$ cat config.mk
export PLATFORM = sky130hd
export DESIGN_NAME = exe_stage
export DESIGN_NICKNAME = d
export VERILOG_FILES = /design/src/rtl/exe_stage_pkg.sv /design/src/rtl/exe_stage_forwarding_unit.sv /design/src/rtl/exe_stage.sv
export SDC_FILE = /design/constraint.sdc
export NUM_CORES = 1
export LEC_CHECK = 0
export ABC_CLOCK_PERIOD_IN_PS = 13450
export CAP_MARGIN = 25
export CORE_MARGIN = 2
export CORE_UTILIZATION = 35
export DETAILED_ROUTE_END_ITERATION = 16
export PLACE_DENSITY_LB_ADDON = 0.12
export SYNTH_ARGS = -nofsm -noshare
export SYNTH_HDL_FRONTEND = slang
export SYNTH_HIERARCHICAL = 1
export SYNTH_SLANG_ARGS = --single-unit
$ cat constraint.sdc
create_clock -name clk -period 13.45 [get_ports clk]
set_clock_uncertainty 0.15 [all_clocks]
set_input_delay 4.035 -clock clk [delete_from_list [all_inputs] [get_ports clk]]
set_output_delay 4.035 -clock clk [all_outputs]
set_load 0.05 [all_outputs]
$ cat src/rtl/exe_stage_pkg.sv
// Shared widths, EXE command encodings, MUL/DIV FSM states and forwarding selects
// for the execute stage.
package exe_stage_pkg;

    localparam int WORD_LEN          = 16;
    localparam int REG_FILE_ADDR_LEN = 4;
    localparam int EXE_CMD_LEN       = 4;
    localparam int SHAMT_W           = $clog2(WORD_LEN);
    localparam int CNT_W             = $clog2(WORD_LEN);

    typedef enum logic [EXE_CMD_LEN-1:0] {
        EXE_ADD   = 4'd0,
        EXE_SUB   = 4'd1,
        EXE_AND   = 4'd2,
        EXE_OR    = 4'd3,
        EXE_XOR   = 4'd4,
        EXE_SLL   = 4'd5,
        EXE_SRL   = 4'd6,
        EXE_MUL   = 4'd7,
        EXE_DIV   = 4'd8,
        EXE_NO_OP = 4'd15
    } exe_cmd_t;

    typedef enum logic [1:0] {
        MD_IDLE = 2'd0,
        MD_BUSY = 2'd1,
        MD_DONE = 2'd2
    } md_state_t;

    typedef enum logic [1:0] {
        FWD_ID  = 2'd0,
        FWD_MEM = 2'd1,
        FWD_WB  = 2'd2
    } fwd_sel_t;

    // MEM is checked first so the younger result wins; R0 is hardwired and never forwarded.
    function automatic fwd_sel_t fwd_pick(
        input logic [REG_FILE_ADDR_LEN-1:0] src,
        input logic [REG_FILE_ADDR_LEN-1:0] mem_dest,
        input logic                         mem_we,
        input logic [REG_FILE_ADDR_LEN-1:0] wb_dest,
        input logic                         wb_we
    );
        fwd_sel_t sel;
        sel = FWD_ID;
        if (src != '0) begin
            if (mem_we && (mem_dest == src))
                sel = FWD_MEM;
            else if (wb_we && (wb_dest == src))
                sel = FWD_WB;
        end
        return sel;
    endfunction

endpackage

$ cat src/rtl/exe_stage_forwarding_unit.sv
// Combinational RAW-hazard detection producing forwarding selects for the
// A, B and store-data operands of the execute stage.
module forwarding_unit
    import exe_stage_pkg::*;
(
    input  logic [REG_FILE_ADDR_LEN-1:0] src1,
    input  logic [REG_FILE_ADDR_LEN-1:0] src2,
    input  logic                         is_imm,
    input  logic [REG_FILE_ADDR_LEN-1:0] mem_dest,
    input  logic                         mem_WB_EN,
    input  logic [REG_FILE_ADDR_LEN-1:0] wb_dest,
    input  logic                         wb_WB_EN,
    output fwd_sel_t                     sel_a,
    output fwd_sel_t                     sel_b,
    output fwd_sel_t                     sel_s
);

    fwd_sel_t sel_src2;

    always_comb begin
        sel_a    = fwd_pick(src1, mem_dest, mem_WB_EN, wb_dest, wb_WB_EN);
        sel_src2 = fwd_pick(src2, mem_dest, mem_WB_EN, wb_dest, wb_WB_EN);
        // Store data still comes from src2 when val2 carries the immediate.
        sel_s    = sel_src2;
        sel_b    = is_imm ? FWD_ID : sel_src2;
    end

endmodule

$ cat src/rtl/exe_stage.sv
// Execute stage: forwarding, single-cycle ALU and an iterative MUL/DIV unit that stalls
// the front end. The iterative divider is built only when EXE_DIV_EN is defined.
module exe_stage
    import exe_stage_pkg::*;
(
    input  logic                         clk,
    input  logic                         rst,
    input  logic [EXE_CMD_LEN-1:0]       EXE_CMD,
    input  logic [WORD_LEN-1:0]          val1,
    input  logic [WORD_LEN-1:0]          val2,
    input  logic [WORD_LEN-1:0]          ST_value,
    input  logic                         is_imm,
    input  logic [REG_FILE_ADDR_LEN-1:0] src1,
    input  logic [REG_FILE_ADDR_LEN-1:0] src2,
    input  logic [REG_FILE_ADDR_LEN-1:0] dest_in,
    input  logic                         WB_EN_in,
    input  logic                         MEM_R_EN_in,
    input  logic                         MEM_W_EN_in,
    input  logic [REG_FILE_ADDR_LEN-1:0] mem_dest,
    input  logic [REG_FILE_ADDR_LEN-1:0] wb_dest,
    input  logic                         mem_WB_EN,
    input  logic                         wb_WB_EN,
    input  logic [WORD_LEN-1:0]          mem_result,
    input  logic [WORD_LEN-1:0]          wb_result,
    output logic [WORD_LEN-1:0]          ALU_result,
    output logic [WORD_LEN-1:0]          ST_value_out,
    output logic [REG_FILE_ADDR_LEN-1:0] dest_out,
    output logic                         WB_EN,
    output logic                         MEM_R_EN,
    output logic                         MEM_W_EN,
    output logic                         stall_exe,
    output logic                         busy
);

    localparam logic [CNT_W-1:0] CNT_LAST = CNT_W'(WORD_LEN - 1);

    fwd_sel_t            sel_a, sel_b, sel_s;
    logic [WORD_LEN-1:0] op_a, op_b, op_s;

    md_state_t           state;
    logic [CNT_W-1:0]    cnt;
    logic [WORD_LEN-1:0] acc;
    logic [WORD_LEN-1:0] opnd_a;
    logic [WORD_LEN-1:0] opnd_b;
    logic [WORD_LEN-1:0] md_result;

    logic is_mul_cmd;
    logic is_muldiv_cmd;

    forwarding_unit u_fwd (
        .src1      (src1),
        .src2      (src2),
        .is_imm    (is_imm),
        .mem_dest  (mem_dest),
        .mem_WB_EN (mem_WB_EN),
        .wb_dest   (wb_dest),
        .wb_WB_EN  (wb_WB_EN),
        .sel_a     (sel_a),
        .sel_b     (sel_b),
        .sel_s     (sel_s)
    );

    always_comb begin
        case (sel_a)
            FWD_MEM: op_a = mem_result;
            FWD_WB:  op_a = wb_result;
            default: op_a = val1;
        endcase
        case (sel_b)
            FWD_MEM: op_b = mem_result;
            FWD_WB:  op_b = wb_result;
            default: op_b = val2;
        endcase
        case (sel_s)
            FWD_MEM: op_s = mem_result;
            FWD_WB:  op_s = wb_result;
            default: op_s = ST_value;
        endcase
    end

    assign is_mul_cmd = (EXE_CMD == EXE_MUL);

`ifdef EXE_DIV_EN
    logic                is_div_cmd;
    logic                op_div;
    logic [WORD_LEN:0]   div_shift;
    logic [WORD_LEN:0]   div_diff;
    logic                div_borrow;
    logic [WORD_LEN-1:0] div_rem_next;
    logic [WORD_LEN-1:0] div_quo_next;

    assign is_div_cmd    = (EXE_CMD == EXE_DIV);
    assign is_muldiv_cmd = is_mul_cmd | is_div_cmd;

    // Restoring step: acc is the partial remainder, opnd_a shifts the dividend out
    // at the top and collects quotient bits at the bottom, opnd_b holds the divisor.
    assign div_shift    = {acc, opnd_a[WORD_LEN-1]};
    assign div_diff     = div_shift - {1'b0, opnd_b};
    assign div_borrow   = div_diff[WORD_LEN];
    assign div_rem_next = div_borrow ? {acc[WORD_LEN-2:0], opnd_a[WORD_LEN-1]}
                                     : div_diff[WORD_LEN-1:0];
    assign div_quo_next = {opnd_a[WORD_LEN-2:0], ~div_borrow};
    assign md_result    = op_div ? opnd_a : acc;
`else
    assign is_muldiv_cmd = is_mul_cmd;
    assign md_result     = acc;
`endif

    // Operands are captured at issue since MEM/WB drain while the front end is frozen.
    always_ff @(posedge clk or posedge rst) begin
        if (rst) begin
            state  <= MD_IDLE;
            cnt    <= '0;
            acc    <= '0;
            opnd_a <= '0;
            opnd_b <= '0;
`ifdef EXE_DIV_EN
            op_div <= 1'b0;
`endif
        end else begin
            case (state)
                MD_IDLE: begin
                    if (is_muldiv_cmd) begin
                        cnt    <= '0;
                        acc    <= '0;
                        opnd_a <= op_a;
                        opnd_b <= op_b;
                        state  <= MD_BUSY;
`ifdef EXE_DIV_EN
                        op_div <= is_div_cmd;
                        if (is_div_cmd && (op_b == '0)) begin
                            opnd_a <= '1;
                            state  <= MD_DONE;
                        end
`endif
                    end
                end
                MD_BUSY: begin
                    cnt <= cnt + 1'b1;
`ifdef EXE_DIV_EN
                    if (op_div) begin
                        acc    <= div_rem_next;
                        opnd_a <= div_quo_next;
                    end else begin
                        if (opnd_b[0])
                            acc <= acc + opnd_a;
                        opnd_a <= opnd_a << 1;
                        opnd_b <= opnd_b >> 1;
                    end
`else
                    if (opnd_b[0])
                        acc <= acc + opnd_a;
                    opnd_a <= opnd_a << 1;
                    opnd_b <= opnd_b >> 1;
`endif
                    if (cnt == CNT_LAST)
                        state <= MD_DONE;
                end
                MD_DONE: begin
                    state <= MD_IDLE;
                end
                default: begin
                    state <= MD_IDLE;
                end
            endcase
        end
    end

    assign stall_exe = is_muldiv_cmd && (state != MD_DONE);
    assign busy      = (state != MD_IDLE);

    always_comb begin
        case (EXE_CMD)
            EXE_ADD:   ALU_result = op_a + op_b;
            EXE_SUB:   ALU_result = op_a - op_b;
            EXE_AND:   ALU_result = op_a & op_b;
            EXE_OR:    ALU_result = op_a | op_b;
            EXE_XOR:   ALU_result = op_a ^ op_b;
            EXE_SLL:   ALU_result = op_a << op_b[SHAMT_W-1:0];
            EXE_SRL:   ALU_result = op_a >> op_b[SHAMT_W-1:0];
            EXE_MUL:   ALU_result = (state == MD_DONE) ? md_result : '0;
`ifdef EXE_DIV_EN
            EXE_DIV:   ALU_result = (state == MD_DONE) ? md_result : '0;
`else
            EXE_DIV:   ALU_result = '0;
`endif
            default:   ALU_result = '0;
        endcase
    end

    // Bubble downstream while the iterative unit owns the stage.
    assign WB_EN        = WB_EN_in    & ~stall_exe;
    assign MEM_R_EN     = MEM_R_EN_in & ~stall_exe;
    assign MEM_W_EN     = MEM_W_EN_in & ~stall_exe;
    assign dest_out     = dest_in;
    assign ST_value_out = op_s;

endmodule

* Yosys cells after proc, flatten, opt, wreduce, memory -nomap -nowiden
Index checks and enable logic that the tools add are counted.
** Word-level totals
- Flip-flop bits (word level) :: 54
- Logic and storage cells :: 80
** Cells by class
- $add $sub $neg :: 4
- Eq/ne operators :: 24
- Shift operators :: 2
- Mux-type cells :: 24
- Bitwise logic cells :: 7
- Reductions and logical operators :: 14
** Operators by type and width (count)
- 16-bit case mux with 2 select lines :: 6
- 16-bit case mux with 8 select lines :: 1
- 16-bit two-way mux :: 5
- 16-bit adder :: 2
- 2-bit two-way mux :: 9
- 16-bit AND :: 1
- 4-bit by 3-bit == test with 1-bit output, second input constant :: 4
- 4-bit == test :: 4
- 16-bit OR :: 1
- 16-bit by 4-bit << shifter with 16-bit output :: 1
- 16-bit by 4-bit >> shifter with 16-bit output :: 1
- 16-bit subtractor :: 1
- 16-bit XOR :: 1
- 2-bit by 1-bit == test with 1-bit output, second input constant :: 4
- 2-bit == test, second input constant :: 4
- 4-bit by 2-bit == test with 1-bit output, second input constant :: 2
- 2-bit != test, second input constant :: 4
- 4-bit case mux with 2 select lines :: 1
- 4-bit nonzero test :: 2
- 1-bit logical AND :: 5
- 4-bit by 1-bit adder with 4-bit output, second input constant :: 1
- 4-bit by 1-bit == test with 1-bit output, second input constant :: 1
- 4-bit == test, second input constant :: 1
- 4-bit logical NOT :: 1
- 8 further kinds :: 12

* Logic depth before layout (Yosys ltp)
Gate-level depths: netlist (run 1).
- Depth in word-level cells :: 10
- Gate-level depth with buffers :: 24
- Depth with buffers taken out :: 22

* Modules after synthesis
Netlist (run 1), hierarchy kept.
** Modules (own cells, without submodules)
- exe_stage :: instances 1, cells an instance 963, area an instance 7150.6 µm²
- forwarding_unit :: instances 1, cells an instance 36, area an instance 249.0 µm²

* Worst setup path after synthesis (run 1)
No wires, ideal clock.
- Path kind :: input-to-output
- Start :: input src2[2]
- End :: output ALU_result[15]
- Arrival :: 8.941 ns
- Path slack :: 0.324 ns
- Cell stages on the path :: 22
- Buffers on the path :: 4
- Cells stage by stage :: nor3_1 > o21ai_1 > nor4_2 > inv_1 > ha_1 > buf_6 > a221o_1 > o21ai_2 > buf_2 > buf_2 > buf_1 > nor2_1 > xnor2_1 > ha_1 > nor2b_1 > o31a_1 > a31o_2 > o41ai_2 > nor3_1 > a2111oi_2 > xnor2_1 > o21ai_1
** Between the ends
- Cells in the longest elaborated chain, start to end :: 10
- Elaborated cells on any way between the ends :: 20
- Those cells by class :: add/sub: 2; eq/ne: 4; shift: 2; mux: 6; bitwise: 3; reduce/logical: 3
** RTL lines
- start: declaration :: RTL line exe_stage.sv:14 : input logic [REG_FILE_ADDR_LEN-1:0] src2,
- 4-bit == test :: RTL line exe_stage_pkg.sv:49 : else if (wb_we && (wb_dest == src))
- 1-bit logical AND :: RTL line exe_stage_pkg.sv:49
- 2-bit two-way mux :: RTL line exe_stage_pkg.sv:49
- 2-bit two-way mux :: RTL line exe_stage_pkg.sv:47 : if (mem_we && (mem_dest == src))
- 2-bit two-way mux * :: RTL line exe_stage_pkg.sv:46 : if (src != '0) begin
- 2-bit two-way mux * :: RTL line exe_stage_forwarding_unit.sv:25 : sel_b = is_imm ? FWD_ID : sel_src2;
- named net sel_b[1] :: RTL line exe_stage.sv:37 : fwd_sel_t sel_a, sel_b, sel_s;
- 2-bit == test / 2-bit by 1-bit == test with 1-bit output (equally long branches) :: RTL line exe_stage.sv:69 : case (sel_b)
- 16-bit case mux with 2 select lines * :: RTL line exe_stage.sv:69
- 16-bit subtractor (tied with other cells) :: RTL line exe_stage.sv:175 : EXE_SUB: ALU_result = op_a - op_b;
- 16-bit case mux with 8 select lines * :: RTL line exe_stage.sv:173 : case (EXE_CMD)
- end: declaration :: RTL line exe_stage.sv:25 : output logic [WORD_LEN-1:0] ALU_result,
The timed path passes the listed nets; every way through them passes the cells marked *.

* Worst setup path after layout (run 1)
- Start :: input src2[3]
- End :: output ALU_result[15]
The elaborated chain is that of the path after synthesis.

==> results.json, run 1 <==
{
  "ant_nets": 0,
  "crit_arrival_ns": 8.89,
  "cts_buffer_depth": 2,
  "start_util_pct": 35.42,
  "period_minus_slack_ns": 13.08,
  "reg2reg_to": "acc[12]$_DFFE_PP0P_",
  "grt_pass1_vias": 7980,
  "finalNonFillerCells": 1411,
  "die_w_um": 149.4,
  "vias": 8224,
  "coreArea_mm2": 0.02089,
  "grt_max_degree": 55,
  "synth_fa_ha_area_share_pct": 12.72,
  "rsz0062_at_grt": "no",
  "regArea_mm2": 0.001351,
  "setup_slack_ns": 0.3735,
  "critPathMaxFanout": 7,
  "fin_crit_sh_pct": 97.22,
  "ys_seq_area_share_pct": 18.26,
  "synth_xor_area_share_pct": 6.256,
  "place_congestion": 0.9332,
  "final_hold_viol_count": 0,
  "rows": 53,
  "multiInputGateArea_mm2": 0.005590,
  "syn_avg_cell_area_um2": 7.407,
  "ir_worst_vdd_v": 0.00006264,
  "dp.cells": 1402,
  "slew_viol_final": 0,
  "setup_violations": 0,
  "grt_pass1_wl_mm": 44.89,
  "synth_fp_nets": 1185,
  "dr.pass1.iters": 5,
  "p_leak_nw": 3.981,
  "io_buffer_count": 144,
  "cts_sinks": 54,
  "final_cell_area_mm2": 0.009604,
  "ctsHoldBuffers": 0,
  "grtUsageTotal_pct": 25.82,
  "drt_first_iter_violations": 818,
  "timing.rr.start": "acc[0]$_DFFE_PP0P_",
  "yosys-mux-area-fraction_pct": 3.500,
  "vias_per_cell": 5.828,
  "die_area_mm2": 0.02232,
  "clkTransAtPathRegs_ns": 0.07,
  "clkLatencyLatePin_ns": 0.29,
  "synthArstFlopShare_pct": 100.0,
  "fmax_mhz": 76.47,
  "yosysUniqueCellTypes": 67,
  "post-route-util_pct": 45.98,
  "place_hpwl_mm": 23.78,
  "pin_count": 153,
  "hold_class": "reg -> reg",
  "cp-startpoint": "src2[3]",
  "n_antenna_cell": 0,
  "postPlaceCellArea_mm2": 0.009402,
  "synth_top_family_by_area": "compound AO/OA/AOI/OAI gates",
  "synthCells": 999,
  "fillCellCount": 2118,
  "numCtsBuffers": 5,
  "dp_slack_ns": 0.1347,
  "setup-tns-final_ns": 0,
  "grt_overflow": 0,
  "synth_seq_cells": 54,
  "synth_ff_type": "dfrtp_1",
  "root_buffer": "clkbuf_16",
  "cp-end-kind": "output port",
  "worst-setup-path-type": "in -> out",
  "wirelength_mm": 29.18,
  "h-tree-depth": 2,
  "startpoint_type": "input pin",
  "worstSetupEndpoint": "ALU_result[15]",
  "required_ns": 9.26,
  "cts_tree": "done",
  "synth_compound_area_share_pct": 34.36,
  "synth_edf_count": 0,
  "drc": 0,
  "p_per_area_mw_per_mm2": 104.8,
  "worst_slew_pin_slew_ns": 0.8176,
  "layout_common_cells": "nand2_1 (137), clkdlybuf4s50_1 (128), a22oi_1 (84)",
  "nets": 1321,
  "routedWlPerCell_um": 20.68,
  "final_common_cell": "nand2_1",
  "cap_viol_max_count": 0,
  "syn_area_mm2": 0.007400,
  "slew-limit-headroom_pct": 45.13,
  "worst-r2r-setup-slack_ns": 10.32,
  "outcome": "finished, final reports clean",
  "ys_warn_count": 6,
  "reg2reg_depth": 10,
  "syn2layout_area_growth_pct": 29.79,
  "synthSimpleGateAreaFrac_pct": 17.97,
  "antenna_found_initial": 0,
  "drive_above_1_share_pct": 10.39,
  "die_h_um": 149.4
}
## synthesized netlist by cell type (all sizes together), types with 7 or more instances
| master | number | share of area, % |
|---|---|---|
| nor2 | 62 | 3.1 |
| inv | 50 | 2.5 |
| mux2i | 18 | 2.4 |
| xnor2 | 40 | 4.8 |
| dfrtp | 54 | 18 |
| xor2 | 12 | 1.4 |
| o211ai | 18 | 1.8 |
| a21oi | 37 | 2.5 |
| mux2 | 7 | 1.1 |
| nand3 | 21 | 1.4 |
| o21a | 9 | 0.91 |
| a22o | 16 | 1.9 |
| clkbuf | 45 | 2.3 |
| a221oi | 13 | 1.7 |
| nand2 | 137 | 6.9 |
| ha | 72 | 12 |
| nor3 | 28 | 1.9 |
| a21o | 7 | 0.71 |
| nand2b | 8 | 0.68 |
| buf | 26 | 2.1 |
| a22oi | 84 | 8.5 |
| a211oi | 7 | 0.71 |
| nor2b | 9 | 0.76 |
| o21ai | 144 | 9.8 |
## cell type report
cell class	count	area share (%)
multi-input combinational	824	58.21
timing repair buffer	200	20.61
sequential	54	14.07
tap	275	3.583
inverter	50	1.954
clock buffer	7	1.485
clock inverter	1	0.09119
## registers in the layout, indices dropped and copies added (netlist names)
register  flops
state         2
opnd_b       16
opnd_a       16
acc          16
cnt           4
## critical path: stages
cell	delay, ns
clkdlybuf4s50_1	0.53
xnor2_1	0.15
nand3_1	0.14
nor4_2	0.32
ha_2	0.39
a221o_1	0.31
o21ai_4	0.10
nor4b_4	0.25
nor2b_4	0.20
nand2_1	0.09
o21ai_2	0.14
xnor2_1	0.08
ha_1	0.36
and4_1	0.21
o2bb2ai_1	0.11
a31o_2	0.24
o41ai_4	0.30
nor3_1	0.10
a2111oi_2	0.37
xnor2_1	0.12
o21ai_2	0.17
buf_12	0.16
## metrics by stage
step                hold WS [ns]  total power [mW]
finish                    0.3369             1.007
global route              0.3544             1.081
CTS                       0.3352             1.006
detailed placement        0.3180            0.8683
global placement          0.3121            0.8673
floorplan                 0.2989            0.6604
## power by group
part | internal [mW] | switching (mW) | leakage, nW
Sequential | 0.217 | 0.0553 | 0.724
Combinational | 0.246 | 0.353 | 3.18
Clock | 0.0750 | 0.0592 | 0.0745
## timing repair
item,in CTS,in global routing
gates resized for setup,0,10
setup buffers,0,1
endpoints found under the setup margin,0,5
## kinds of logic after synthesis
kind of cell	Yosys count
AND/OR/NAND/NOR	293
multiplexers	25
buffers and inverters	121
adder cells (fa/ha/maj)	74
XOR/XNOR	52
flip-flops	54
AO/OA/AOI/OAI	380
## layer usage
metal | wire, um | vias up | global-route usage, %
met5 | 0 | - | 0
met4 | 925 | 0 | 8.476
met3 | 2204 | 66 | 4.893
met2 | 13340 | 371 | 42.45
met1 | 12700 | 3852 | 34.03
li1 | - | 3935 | -
## how the worst min path moves through the flow
stage                           start                      to  slack, ns  cells past startpoint
2_1_floorplan  opnd_b[15]$_DFFE_PP0P_  opnd_b[15]$_DFFE_PP0P_       0.30                      2
3_3_place_gp    opnd_b[3]$_DFFE_PP0P_   opnd_b[3]$_DFFE_PP0P_       0.31                      2
3_5_place_dp   opnd_b[15]$_DFFE_PP0P_  opnd_b[15]$_DFFE_PP0P_       0.32                      2
4_1_cts        opnd_b[15]$_DFFE_PP0P_  opnd_b[15]$_DFFE_PP0P_       0.34                      2
5_1_grt        opnd_b[10]$_DFFE_PP0P_  opnd_b[10]$_DFFE_PP0P_       0.35                      2
6_report       opnd_b[10]$_DFFE_PP0P_  opnd_b[10]$_DFFE_PP0P_       0.34                      2
(Power assumes the default switching activity.)
==> inputs of run 2 (changes only) <==
- CELL_PAD_IN_SITES_DETAIL_PLACEMENT: unset -> 0
- CELL_PAD_IN_SITES_GLOBAL_PLACEMENT: unset -> 1
==> run 2 against run 1 <==
Combinational power is essentially flat. Sequential share of layout area is essentially flat. Core utilization is essentially flat. Clock-buffer cell count shrank 2. Final area is essentially flat. Clock power grew 13%. Maximum frequency shrank 0.39%. Routed wire length grew 2.3%. Cell count shrank 0.28%. Global-route usage grew 0.89 points. Non-clock buffer count shrank 4. Critical endpoint is now ALU_result[11]. Largest cell class unchanged.
==> results.json, run 2 (synthesis gave the netlist of run 1 again) <==
{
  "place_hpwl_mm": 24.06,
  "hold_class": "reg -> reg",
  "cts_buffer_depth": 2,
  "coreArea_mm2": 0.02089,
  "vias": 8078,
  "cap_viol_max_count": 0,
  "grt_max_degree": 55,
  "routedWlPerCell_um": 21.21,
  "post_cts_buffers": 0,
  "h-tree-depth": 2,
  "fmax_mhz": 76.17,
  "final_hold_viol_count": 0,
  "die_w_um": 149.4,
  "io_buffer_count": 144,
  "root_buffer": "clkbuf_16",
  "die_h_um": 149.4,
  "fin_crit_sh_pct": 97.61,
  "finalNonFillerCells": 1407,
  "final_common_cell": "nand2_1",
  "outcome": "finished, final reports clean",
  "drc": 0,
  "grt_pass1_wl_mm": 45.97,
  "grtUsageTotal_pct": 26.71,
  "post-route-util_pct": 46.01,
  "startpoint_type": "input pin",
  "p_int_mw": 0.5508,
  "timing.hold.ws_ns": 0.3335,
  "syn2layout_area_growth_pct": 29.88,
  "die_area_mm2": 0.02232,
  "vias_per_cell": 5.741,
  "clkLatencyLatePin_ns": 0.30,
  "crit_arrival_ns": 8.94,
  "p_total_mw": 1.028,
  "layout_common_cells": "nand2_1 (137), clkdlybuf4s50_1 (128), a22oi_1 (84)",
  "dp.cells": 1399,
  "cpMaxStageDelayCell": "clkdlybuf4s50_1",
  "critPathMaxFanout": 5,
  "rows": 53,
  "drive_above_1_share_pct": 10.34,
  "p_per_area_mw_per_mm2": 106.9,
  "ant_nets": 0,
  "nets": 1317,
  "setup_violations": 0,
  "period_minus_slack_ns": 13.13,
  "p_sw_share_pct": 46.39,
  "wirelength_mm": 29.85,
  "ctsHoldBuffers": 0,
  "clkTransAtPathRegs_ns": 0.07,
  "cts_sinks": 54,
  "grt_overflow": 0,
  "grt_pass1_vias": 7763,
  "antenna_found_initial": 0,
  "top_regs": "acc (16), opnd_a (16), opnd_b (16)",
  "p_leak_nw": 3.977,
  "worst-setup-path-type": "in -> out",
  "power.share.clock_pct": 14.6,
  "place_congestion": 0.9516,
  "comb_power_share_pct": 58.6,
  "slowest_delay_ns": 0.54,
  "seqPwrFrac_pct": 26.8,
  "start_util_pct": 35.42,
  "numCtsBuffers": 5,
  "n_antenna_cell": 0,
  "crit_path_cell_trace": "clkdlybuf4s50_1 -> xnor2_1 -> nand4_1 -> nor2_1 -> nor4_4 -> inv_1 -> ha_1 -> a221oi_2 -> o22ai_2 -> nor4b_4 -> nor2b_4 -> nand2_1 -> o21ai_1 -> xnor2_1 -> ha_1 -> and4_1 -> o2bb2ai_1 -> a31o_2 -> o41ai_4 -> buf_4 -> xor2_1 -> o2111ai_2 -> buf_12",
  "ir_worst_vdd_v": 0.00006832,
  "cts_tree": "done",
  "drt_first_iter_violations": 610,
  "setup-tns-final_ns": 0,
  "slew-limit-headroom_pct": 49.13,
  "required_ns": 9.26,
  "slew_viol_final": 0,
  "pin_count": 153,
  "cp-end-kind": "output port",
  "p_sw_mw": 0.4767,
  "worst_slew_pin_slew_ns": 0.7631,
  "dr.pass1.iters": 6
}
[run 2: final cells by class]
type | count | area (um2)
fillers | 2179 | 11280
clock buffers | 5 | 125.1
inverters | 50 | 187.7
flip-flops and latches | 54 | 1351
repair buffers | 196 | 1946
well taps | 275 | 344.1
multi-input cells | 824 | 5617
clock inverters | 3 | 40.04
[run 2: power groups by stage]
stage                     combinational [mW]  clock, mW  sequential, mW
after floorplan                        0.408          0           0.252
after global placement                 0.592          0           0.278
after CTS                              0.597      0.152           0.276
after global routing                   0.661      0.161           0.282
after detailed placement               0.594          0           0.279
final                                  0.602      0.151           0.275
[run 2: final timing paths]
kind,from,end,slack (ns),cells after the start
min in group asynchronous,rst,cnt[1]$_DFFE_PP0P_,4.09,3
worst max register to register,acc[0]$_DFFE_PP0P_,acc[12]$_DFFE_PP0P_,10.33,10
max in group asynchronous,rst,opnd_b[3]$_DFFE_PP0P_,8.53,3
worst max-delay path,src2[3],ALU_result[11],0.32,23
worst min-delay path,opnd_b[4]$_DFFE_PP0P_,opnd_b[4]$_DFFE_PP0P_,0.33,2
worst min register to register,opnd_b[4]$_DFFE_PP0P_,opnd_b[4]$_DFFE_PP0P_,0.33,2
[run 2: per-layer routing]
layer  vias to the layer above  global-route usage [%]  share of wire [%]
met5                         -                       0                  0
li1                       3933                       -                  -
met3                        53                   4.801                6.7
met2                       356                   42.39                 45
met1                      3736                   36.96                 45
met4                         0                   7.905                3.1
[run 2: stage by stage]
stage               setup WS (ns)  area, um2
floorplan                  0.3240       7400
global placement          0.09303       9368
detailed placement        0.02875       9379
CTS                       0.01458       9544
global route             -0.01886       9610
finish                     0.3220       9610
[run 2: what timing repair did]
item / in CTS / in global routing
endpoints found under the hold margin: 0 / 0
gates resized for setup: 0 / 13
setup endpoints to repair: 0 / 6
[run 2: worst max-delay path: cells and delay by family]
| family | cells | cell delay [ns] |
|---|---|---|
| compound gates | 7 | 1.48 |
| simple gates | 7 | 1.31 |
| buf+inv | 4 | 1.00 |
| xor+xnor | 3 | 0.56 |
| fa+ha+maj | 2 | 0.56 |
==> RTL edit 1: new RTL, config.mk and constraints of run 2 <==
Change the package constant `REG_FILE_ADDR_LEN` from 4 to 8.
--- a/src/rtl/exe_stage_pkg.sv
+++ b/src/rtl/exe_stage_pkg.sv
@@ -3,7 +3,7 @@
 package exe_stage_pkg;
 
     localparam int WORD_LEN          = 16;
-    localparam int REG_FILE_ADDR_LEN = 4;
+    localparam int REG_FILE_ADDR_LEN = 8;
     localparam int EXE_CMD_LEN       = 4;
     localparam int SHAMT_W           = $clog2(WORD_LEN);
     localparam int CNT_W             = $clog2(WORD_LEN);
Interface: changed (6 resized); port bits go from 153 to 177. No check against the original RTL was run, so the function may have changed too.
==> RTL edit 1 against run 2 <==
  * Worst setup slack got worse by 0.11 ns
  * Highest routed layer is now met5
  * Wire length grew 2.5%
  * Area after synthesis grew 3.2%
  * Die area increased by 3.1%
  * Non-clock buffer count is 39 higher
  * Cell area up 6.3%
  * Largest cell class unchanged
  * Total power fell by 6.6%
  * Sequential cell count unchanged
  * Sequential power about the same
  * Largest power group unchanged
==> RTL edit 1: results (changes against run 2) <==
{
  "cells_and_area": {
    "fill_cells": {"value": 2199, "change": "+0.92%"},
    "n_sequential_cell": {"value": 54, "change": "unchanged"},
    "fin_cells": {"value": 1473, "change": "+4.7%"},
    "inverters": {"value": 49, "change": "-2.0%"},
    "num-clock-buffers": {"value": 6, "change": "+1"},
    "buffer_area_frac": {"value": 0.226, "change": "+0.0239"},
    "signal_buffers": {"value": 235, "change": "+20%"},
    "drive_gt1_frac": {"value": 0.122, "change": "+0.0190"},
    "seq_share": {"value": 0.132, "change": "-0.00832"}
  },
  "power_and_ir_drop": {
    "ir_worst_vdd": {"value": 67.5, "unit": "uV", "change": "-1.1%"},
    "power.leakage": {"value": 4.27, "unit": "nW", "change": "+7.3%"}
  },
  "setup_path": {
    "ff2ff_setup_slack": {"value": 10.29, "unit": "ns", "change": "-0.04 ns"},
    "path_delay_family": "simple AND/OR/NAND/NOR gates",
    "cp_data_arrival_time": {"value": 9.05, "unit": "ns", "change": "+0.11 ns"},
    "slowest_delay": {"value": 0.47, "unit": "ns", "change": "-0.07 ns"},
    "cp-startpoint": "src2[4]",
    "critPathMaxFanout": {"value": 10, "change": "+5"}
  },
  "synthesis": {
    "muxShareOfSynthArea": {"value": 0.0339, "change": "-0.00108"},
    "fraction_of_the_mapped_netlist_area_in_compound_gates": {"value": 0.332, "change": "-0.0120"},
    "synth_top_cells_by_area": "dfrtp_1 (18%), ha_1 (12%), a22oi_1 (8.3%)",
    "mappedNetlistNets": {"value": 1232, "change": "+4.0%"},
    "synth-seq-area-share": {"value": 0.177, "change": "-0.00566"},
    "syn-instance-count": {"value": 1026, "change": "+2.7%"},
    "synthAdderAreaFrac": {"value": 0.123, "change": "-0.00394"}
  },
  "outcome": {
    "outcome": "finished clean"
  },
  "routing": {
    "detailedRoute.firstIterationViolations": {"value": 568, "change": "-6.9%"},
    "viasPerCell": {"value": 5.75, "change": "+0.17%"}
  },
  "global_routing": {
    "grt_first_pass_wirelength": {"value": 46400, "unit": "um", "change": "+0.89%"},
    "global_route.usage.total": {"value": 0.261, "change": "-0.00596"},
    "grt_pass1_vias": {"value": 8062, "change": "+3.9%"}
  },
  "placement": {
    "numPlacedInstances": {"value": 1464, "change": "+4.6%"}
  },
  "min_path": {
    "min_delay_worst_endpoint": "opnd_b[5]"
  }
}
[RTL edit 1: cell types whose count changed after synthesis, sizes merged, moves of 2 or more]
| cell | delta |
|---|---|
| xor2 | +10 |
| xnor2 | +8 |
| nor3 | -5 |
| buf | +4 |
| nor4 | +4 |
| nand3 | +2 |
| or4 | +2 |
[RTL edit 1: power groups by stage]
stage	clock [mW]	combinational [mW]	sequential, mW
after floorplan	0	0.373	0.254
after global placement	0	0.550	0.278
after detailed placement	0	0.552	0.278
after CTS	0.129	0.554	0.275
after global routing	0.138	0.611	0.282
final	0.127	0.558	0.274
[RTL edit 1: routing by layer]
layer,part of all wire,vias up,track usage
met2,0.46,359,0.431
met1,0.44,3971,0.354
met4,0.019,2,0.0523
met5,0.00042,-,0
met3,0.078,44,0.0533
li1,-,4095,-
[RTL edit 1: timing repair]
item,in CTS,in global routing
hold endpoints to repair,0,0
gates resized for setup,2,28
hold buffers,0,0
pin swaps,0,11
setup buffers,0,2
endpoints found under the setup margin,1,7
==> RTL edit 2: new RTL, settings of run 2 <==
Made on the original files. The 3 states of `md_state_t` get a one-hot encoding in 3 bits.
--- a/src/rtl/exe_stage_pkg.sv
+++ b/src/rtl/exe_stage_pkg.sv
@@ -21,10 +21,10 @@
         EXE_NO_OP = 4'd15
     } exe_cmd_t;
 
-    typedef enum logic [1:0] {
-        MD_IDLE = 2'd0,
-        MD_BUSY = 2'd1,
-        MD_DONE = 2'd2
+    typedef enum logic [2:0] {
+        MD_IDLE = 3'b001,
+        MD_BUSY = 3'b010,
+        MD_DONE = 3'b100
     } md_state_t;
 
     typedef enum logic [1:0] {
Behaviour: same outputs for any inputs over 10 cycles, from zero or initial values and one cycle with rst high; not proved beyond that.
==> RTL edit 2 against run 2 <==
  * Worst setup slack better by 0.025 ns
  * Wire length decreased by 2.3%
  * Register-to-register slack improved by 0.16 ns
  * Cell area shrank 0.99%
  * Total power is 24% lower
  * Critical path depth stayed put
  * Die area up 0.53%
  * Area after synthesis rose by 0.54%
  * Sequential cell count grew 1
  * Critical path type unchanged
==> RTL edit 2: results (changes against run 2) <==
{
  "global_routing": {
    "met2_usage": {"value": 0.398, "change": "-0.0255"},
    "global_route.usage.total": {"value": 0.258, "change": "-0.00893"},
    "globalRouteMet1Util": {"value": 0.377, "change": "+0.00737"},
    "pin_count_of_the_biggest_net_entering_global_routing": {"value": 56, "change": "+1.8%"},
    "grt_pass1_vias": {"value": 7711, "change": "-0.67%"},
    "grt_first_pass_wirelength": {"value": 44700, "unit": "um", "change": "-2.8%"},
    "gr-usage-met3": {"value": 0.0207, "change": "-0.0273"}
  },
  "cells_and_area": {
    "drive_gt1_frac": {"value": 0.108, "change": "+0.00446"},
    "fin_nets": {"value": 1299, "change": "-1.4%"}
  },
  "synthesis": {
    "mappedNetlistNets": {"value": 1165, "change": "-1.7%"},
    "synth_top_cells_by_area": "dfrtp_1 (18%), ha_1 (12%), o21ai_0 (7.5%)",
    "synth-seq-area-share": {"value": 0.185, "change": "+0.00255"},
    "synthAdderAreaFrac": {"value": 0.128, "change": "+0.000997"},
    "fraction_of_the_mapped_netlist_area_in_compound_gates": {"value": 0.344, "change": "about the same"},
    "async_flop_share": {"value": 1.00, "change": "unchanged"},
    "muxShareOfSynthArea": {"value": 0.0341, "change": "-0.000861"},
    "synthXorXnorAreaFrac": {"value": 0.0659, "change": "+0.00336"},
    "netlist-cell-type-count": {"value": 74, "change": "+10%"},
    "most_common_library_cells_after_synthesis": "nand2_1 (121), o21ai_0 (111), ha_1 (73)"
  },
  "placement": {
    "dp.final_hpwl": {"value": 23500, "unit": "um", "change": "-2.2%"},
    "dp_worst_setup_slack": {"value": 0.160, "unit": "ns", "change": "+0.132 ns"},
    "place.gp.congestion": {"value": 0.925, "change": "-2.8%"}
  },
  "routing": {
    "route.final.wire_length": {"value": 29200, "unit": "um", "change": "-2.3%"},
    "detailedRoute.firstIterationViolations": {"value": 747, "change": "+22%"},
    "wl_met2": {"value": 12900, "unit": "um", "change": "-4.0%"},
    "drt-pass1-iter-count": {"value": 5, "change": "-1"},
    "wl_met1": {"value": 13700, "unit": "um", "change": "+1.3%"},
    "met3RoutedLength": {"value": 1530, "unit": "um", "change": "-24%"},
    "viasPerCell": {"value": 5.79, "change": "+0.83%"}
  },
  "clock_tree": {
    "cts_buffer_depth": {"value": 2, "change": "unchanged"}
  },
  "timing": {
    "drv_slew": {"value": 0, "change": "unchanged"},
    "slew_headroom": {"value": 0.441, "change": "-0.0500"}
  },
  "setup_path": {
    "critPathMaxFanout": {"value": 15, "change": "+10"},
    "slowest_delay": {"value": 0.49, "unit": "ns", "change": "-0.05 ns"},
    "cp_data_arrival_time": {"value": 8.92, "unit": "ns", "change": "-0.02 ns"}
  },
  "power_and_ir_drop": {
    "sw_frac_of_total": {"value": 0.433, "change": "-0.0307"},
    "ir_worst_vdd": {"value": 49.6, "unit": "uV", "change": "-27%"},
    "power.leakage": {"value": 4.03, "unit": "nW", "change": "+1.4%"}
  },
  "floorplanning": {
    "starting_density": {"value": 0.355, "change": "+0.000790"}
  },
  "outcome": {
    "outcome": "finished clean"
  }
}
[RTL edit 2: power by group through the flow]
stage	Clock [mW]	Combinational, mW	Sequential, mW
2_1_floorplan	0	0.275	0.211
3_3_place_gp	0	0.427	0.222
3_5_place_dp	0	0.425	0.222
4_1_cts	0.134	0.427	0.219
5_1_grt	0.141	0.469	0.223
6_report	0.130	0.431	0.219
[RTL edit 2: final timing paths]
check	startpoint	endpoint	slack [ns]	depth (start not counted)
max	mem_dest[2]	ALU_result[8]	0.35	23
min	cnt[3]	cnt[3]	0.33	1
max reg2reg	acc[0]	acc[12]	10.49	10
min reg2reg	cnt[3]	cnt[3]	0.33	1
max in group asynchronous	rst	state[2]	8.58	3
min in group asynchronous	rst	opnd_a[15]	4.09	3
[RTL edit 2: cell type report]
cell class                 count  area (um^2)
clock buffer                   5          125
clock inverter                 3         25.0
fill                        2194        11400
inverter                      51          204
multi-input combinational    807         5540
sequential                    55         1380
tap                          275          344
timing repair buffer         192         1900
[RTL edit 2: worst max-delay path, delay by kind of cell]
kind	cells	cell delay, ns
AO/OA/AOI/OAI	8	1.47
XOR/XNOR	2	0.42
adder cells (fa/ha/maj)	3	1.11
buffers and inverters	7	1.40
AND/OR/NAND/NOR	3	0.44
[RTL edit 2: stage by stage]
stage | hold WS (ns) | std cells | area [um^2]
after CTS | 0.340 | 1387 | 9460
final | 0.335 | 1388 | 9520
after global routing | 0.361 | 1388 | 9520
after detailed placement | 0.330 | 1379 | 9310
after floorplan | 0.299 | 978 | 7440
after global placement | 0.324 | 1379 | 9310
[RTL edit 2: cell families after synthesis]
family / count (synthesis)
adders and majority gates: 75
and+or+nand+nor: 272
xor gates and xnor gates: 56
AOI/OAI and AO/OA: 379
DFF: 55
buffers and inverters: 116
muxes: 25
